`src/rtl/t03_mmio_router.sv`:
```
// MMIO router: registers each CPU access and runs it to one peripheral channel
// or to Wishbone RAM. Each access ends in a one-cycle ack, and a timeout bounds every wait.
module t03_mmio_router #(
  parameter int          NPERIPH   = 4,
  parameter logic [31:0] MMIO_BASE = 32'hFF000000,
  parameter int          TIMEOUT   = 255
) (
  input  logic                 clk,
  input  logic                 rst,
  input  logic [31:0]          cpu_addr,
  input  logic [31:0]          cpu_din,
  input  logic                 cpu_wen,
  input  logic                 cpu_ren,
  output logic [31:0]          cpu_do,
  output logic                 cpu_ack,
  output logic                 cpu_err,
  output logic [NPERIPH-1:0]   pr_req,
  output logic                 pr_wen,
  output logic [31:0]          pr_do,
  input  logic [32*NPERIPH-1:0] pr_din,
  input  logic [NPERIPH-1:0]   pr_ack,
  output logic [31:0]          wb_addro,
  output logic [31:0]          wb_do,
  output logic [3:0]           wb_sel,
  output logic                 wb_wen,
  output logic                 wb_ren,
  input  logic [31:0]          wb_di,
  input  logic                 wb_ack
);

  localparam int              IW   = (NPERIPH > 1) ? $clog2(NPERIPH) : 1;
  localparam logic [NPERIPH-1:0] REQ0 = NPERIPH'(1);
  localparam logic [7:0]      TMO  = 8'(TIMEOUT);

  typedef enum logic [1:0] {IDLE, PERIPH, WB, RESP} state_t;

  state_t        state;
  logic          we;
  logic [IW-1:0] idx;
  logic [7:0]    cnt;

  logic        req_any, in_window, slot_ok, timed_out, sel_ack;
  logic [31:0] sel_din;

  assign req_any   = cpu_ren | cpu_wen;
  assign in_window = (cpu_addr[31:8] == MMIO_BASE[31:8]);
  assign slot_ok   = ({26'd0, cpu_addr[7:2]} < 32'(NPERIPH));
  assign timed_out = (cnt == TMO);
  assign sel_ack   = pr_ack[idx];
  assign sel_din   = pr_din[{idx, 5'd0} +: 32];
  assign wb_sel    = 4'b1111;

  // Outputs are registered from the next state, so every strobe change and the
  // ack pulse are made here alongside the state transition.
  always_ff @(posedge clk or posedge rst) begin
    // NOTE: every register here is plain state (no memory array), so all of it is
    // reset; an async reset also aborts any transaction in flight.
    if (rst) begin
      state    <= IDLE;
      we       <= 1'b0;
      idx      <= '0;
      cnt      <= '0;
      cpu_do   <= '0;
      cpu_ack  <= 1'b0;
      cpu_err  <= 1'b0;
      pr_req   <= '0;
      pr_wen   <= 1'b0;
      pr_do    <= '0;
      wb_addro <= '0;
      wb_do    <= '0;
      wb_wen   <= 1'b0;
      wb_ren   <= 1'b0;
    end else begin
      // NOTE: non-blocking throughout, so every branch sees the pre-edge state;
      // the pulse defaults below are overridden only on entry to RESP.
      cpu_ack <= 1'b0;
      cpu_err <= 1'b0;
      case (state)
        IDLE: begin
          if (req_any) begin
            we  <= cpu_wen;
            cnt <= '0;
            if (in_window && slot_ok) begin
              state  <= PERIPH;
              idx    <= cpu_addr[2 +: IW];
              pr_req <= REQ0 << cpu_addr[2 +: IW];
              pr_wen <= cpu_wen;
              pr_do  <= cpu_din;
            end else if (in_window) begin
              // Unmapped slot inside the window: fail without touching any bus.
              state   <= RESP;
              cpu_ack <= 1'b1;
              cpu_err <= 1'b1;
            end else begin
              state    <= WB;
              wb_addro <= cpu_addr;
              wb_do    <= cpu_din;
              wb_wen   <= cpu_wen;
              wb_ren   <= ~cpu_wen;
            end
          end
        end

        PERIPH: begin
          if (sel_ack || timed_out) begin
            state   <= RESP;
            pr_req  <= '0;
            pr_wen  <= 1'b0;
            cpu_ack <= 1'b1;
            if (sel_ack) cpu_do <= we ? 32'd0 : sel_din;
            else begin
              cpu_do  <= 32'hFFFFFFFF;
              cpu_err <= 1'b1;
            end
          end else begin
            cnt <= cnt + 8'd1;
          end
        end

        WB: begin
          if (wb_ack || timed_out) begin
            state   <= RESP;
            wb_wen  <= 1'b0;
            wb_ren  <= 1'b0;
            cpu_ack <= 1'b1;
            if (wb_ack) cpu_do <= we ? 32'd0 : wb_di;
            else begin
              cpu_do  <= 32'hFFFFFFFF;
              cpu_err <= 1'b1;
            end
          end else begin
            cnt <= cnt + 8'd1;
          end
        end

        RESP: state <= IDLE;

        default: state <= IDLE;
      endcase
    end
  end

endmodule

```
`config.mk`:
```
export PLATFORM = sky130hd
export DESIGN_NAME = t03_mmio_router
export DESIGN_NICKNAME = d
export VERILOG_FILES = /design/src/rtl/t03_mmio_router.sv
export SDC_FILE = /design/constraint.sdc
export NUM_CORES = 1
export LEC_CHECK = 0
export CORE_AREA = 4 4 143 145
export CTS_CLUSTER_SIZE = 30
export DETAILED_ROUTE_END_ITERATION = 16
export DIE_AREA = 0 0 147 149
export MAX_ROUTING_LAYER = met4
export PLACE_DENSITY = 0.88
export SLEW_MARGIN = 20
export SYNTH_ARGS = -nofsm -noshare
export SYNTH_HDL_FRONTEND = slang
export SYNTH_SLANG_ARGS = --single-unit
```
`constraint.sdc`:
```
create_clock -name clk -period 5.33 [get_ports clk]
set_clock_uncertainty 0.15 [all_clocks]
set_input_delay 0.7995 -clock clk [delete_from_list [all_inputs] [get_ports clk]]
set_output_delay 0.7995 -clock clk [all_outputs]
set_load 0.02 [all_outputs]
```
==> qor.yml <==
nNetsFinal: 1125
crit_chain: "clkdlybuf4s50_1 -> and4b_1 -> nand4_1 -> nor2_1 -> nor2_4 -> buf_4 -> mux2_2"
netlist_area_sq_mm: 0.00710
p_total_uw: 5860
vias: 6023
swShare: 0.381
clock-sinks: 150
reg2reg_from: "idx[1]$_DFFE_PP0P_"
rows: 51
netlist.top_cell.by_area: "dfrtp_1"
cap_violations: 0
dieArea_sq_mm: 0.0219
p_per_area_mw_per_mm2: 502
insertion_delay_ps: 410
tightestPinTransition_ps: 857
p_leak_uw: 0.00470
combPwrFrac: 0.487
path_class: "input port to flip-flop"
max_slew_margin: 0.427
post_cts_buffers: 0
totalWireLength_microns: 24100
h-tree-depth: 4
min_period_ps: 3350
holdBufCountCts: 0
grt_pass1_vias: 6555
ios: 374
cts_resized: 0
drv_slew: 0
drt_iter0_markers: 342
cts_root_buffer: "clkbuf_16"
synth_edf_count: 0
critical_path.max_fanout: 30
synth.area.top_cells: "dfrtp_1 53%, mux2_2 17%, mux4_2 10%"
hold_path.startpoint: "cpu_do[25]$_DFFE_PP0P_"
slowest_stage: "nor2_4"
crit_arrival_ps: 3500
worst_r2r_path_depth: 5
fin_crit_sh: 0.629
drc: 0
fp.dieW_microns: 147
grt_setup_unrepaired: "false"
ys_warn_count: 0
worstHoldPathCells: 2
ff2ff_setup_slack_ps: 2050
placed_cells: 1132
finalSetupViolations: 0
reg2reg_to: "cnt[5]$_DFFE_PP0P_"
synth.avg_cell_area_sq_um: 13.5
synth_flop_cell: "dfrtp_1"
seq_area_frac_synth: 0.529
hold_viol: 0
place_area_sq_mm: 0.0111
hold_path_class: "flip-flop to flip-flop"
setup_tns_ps: 0
grt-ovfl-total: 0
switching_power_uw: 2230
synth_top_area_share: 0.529
regArea_sq_mm: 0.00376
grt_pass1_wl_microns: 36600
whs_endpoint: "cpu_do[25]$_DFFE_PP0P_"
synth_cell_types: 47
vias_per_cell: 5.17
cts_made_buffers: 17
antenna_found_initial: 1
stdcell_area_sq_mm: 0.0117
cts_tree: "yes"
multi_input_area_sq_mm: 0.00319
grt_max_degree: 101
fp.coreArea_sq_mm: 0.0192
route.detailed.wl_per_inst_microns: 20.7
ys_seq_elements: 150
final_layout_size_suffix_gt1_frac: 0.214
gr-usage-all-layers: 0.222
cp-end-kind: "flip-flop"
fin_cells: 1165
irDropWorstVdd_mv: 0.333
clkTransAtPathRegs_ps: 70
cpPeakStageDelay_ps: 700
p_clk_frac: 0.205
first_pass_iters: 5
max_freq_mhz: 298
startpoint_type: "input port"
fp.dieH_microns: 149
hpwl_microns: 18500
crit_required_ps: 5480
seq_power_share: 0.308
cts_buffer_depth: 2
status: "complete, no violations"
syn_to_final_growth_pct: 64.4
internal-power_uw: 3630
dp_slack_ps: 1510
port_buffers: 369
synthCells: 527
gp_congestion: 0.814
drtAntennaViolNets: 0
n_fill_cell: 1511
ys_async_sr_fraction: 1.00
final.setup.worst_slack_ps: 1980
initial_utilization: 0.370
## logic make-up after synthesis
| family | share of synthesized area |
|---|---|
| AO/OA/AOI/OAI | 0.0895 |
| other | 0.000528 |
| buffers and inverters | 0.0287 |
| multiplexers | 0.280 |
| adder cells (fa/ha/maj) | 0.0106 |
| AND/OR/NAND/NOR | 0.0620 |
| flip-flops | 0.529 |
## sequential cells by signal, indices dropped and copies added (netlist names), 2 cells and up
register  flops
cpu_do       32
pr_req        4
idx           2
cnt           8
wb_addro     32
pr_do        32
state         2
wb_do        32
## critical path, delay by kind of cell
kind          cells  cell delay (ps)
simple gates      4             1310
buf+inv           2              970
mux               1              390
## worst max-delay path by stage
stage	startpoint	to	slack (ps)
after floorplan	rst	cnt[0]$_DFFE_PP0P_	340
after global placement	cpu_addr[21]	wb_do[17]$_DFFE_PP0P_	1600
after detailed placement	cpu_addr[21]	wb_do[12]$_DFFE_PP0P_	1510
after CTS	cpu_addr[21]	wb_do[21]$_DFFE_PP0P_	1980
after global routing	cpu_addr[21]	wb_do[21]$_DFFE_PP0P_	1830
final	cpu_addr[21]	wb_do[21]$_DFFE_PP0P_	1980
## metal layers
layer / wire length (microns) / global-route usage / part of all wire / up-vias
met3: 2120 / 0.0775 / 0.088 / 30
met5: 0 / - / 0 / -
li1: - / - / - / 2714
met2: 12100 / 0.372 / 0.50 / 287
met4: 368 / 0.0550 / 0.015 / 0
met1: 9540 / 0.257 / 0.40 / 2992
## power by group through the flow
stage / registers [uW] / logic (uW) / clock network, uW
after floorplan: 2300 / 1070 / 0
after global placement: 1800 / 2820 / 0
after detailed placement: 1830 / 2870 / 0
after CTS: 1810 / 2880 / 1230
after global routing: 1860 / 3050 / 1270
final: 1800 / 2850 / 1200
## layout by cell type (no fill, tap or decap), drive strengths merged, types with 2 or more instances in the layout
master         count
ha                 6
and2               3
o22ai             34
inv               12
mux2i              3
nand4              4
mux2             108
nor2b              2
nand2             41
nand2b             4
nor3b              2
and4               2
o31ai             36
conb               4
buf                9
clkinv             6
a21oi              5
o21ai             10
clkbuf            17
nor4               5
or4                2
dfrtp            150
mux4              33
clkdlybuf4s50    369
nor2              12
## layout make-up
type,count,share of cell area
repair buffers,378,0.323
flip-flops and latches,150,0.322
multi-input cells,335,0.273
clock buffers,17,0.0364
well taps,265,0.0284
clock inverters,15,0.0152
inverters,4,0.00171
diodes,1,0.000214
## cell usage after synthesis, types with 2 or more instances
| library cell | instances |
|---|---|
| dfrtp_1 | 150 |
| mux2_2 | 108 |
| nand2_1 | 41 |
| o31ai_1 | 36 |
| o22ai_1 | 34 |
| mux4_2 | 33 |
| clkbuf_1 | 28 |
| nor2_1 | 12 |
| o21ai_0 | 10 |
| ha_1 | 6 |
| a21oi_1 | 5 |
| buf_2 | 4 |
| buf_4 | 4 |
| inv_1 | 4 |
| nand2b_1 | 4 |
| nand4_1 | 4 |
| nor4_1 | 4 |
| buf_1 | 3 |
| mux2i_1 | 3 |
| and2_1 | 2 |
| and4_1 | 2 |
| buf_6 | 2 |
| nor2b_1 | 2 |
| nor3b_1 | 2 |
| or4_1 | 2 |
## per-stage QoR
stage / hold slack, ps / utilization
2_1_floorplan: 310 / -
3_3_place_gp: 309 / 0.576
3_5_place_dp: 316 / 0.576
4_1_cts: 332 / 0.608
5_1_grt: 352 / 0.608
6_report: 324 / 0.608
Note: power is estimated with default switching activity, not from simulation.
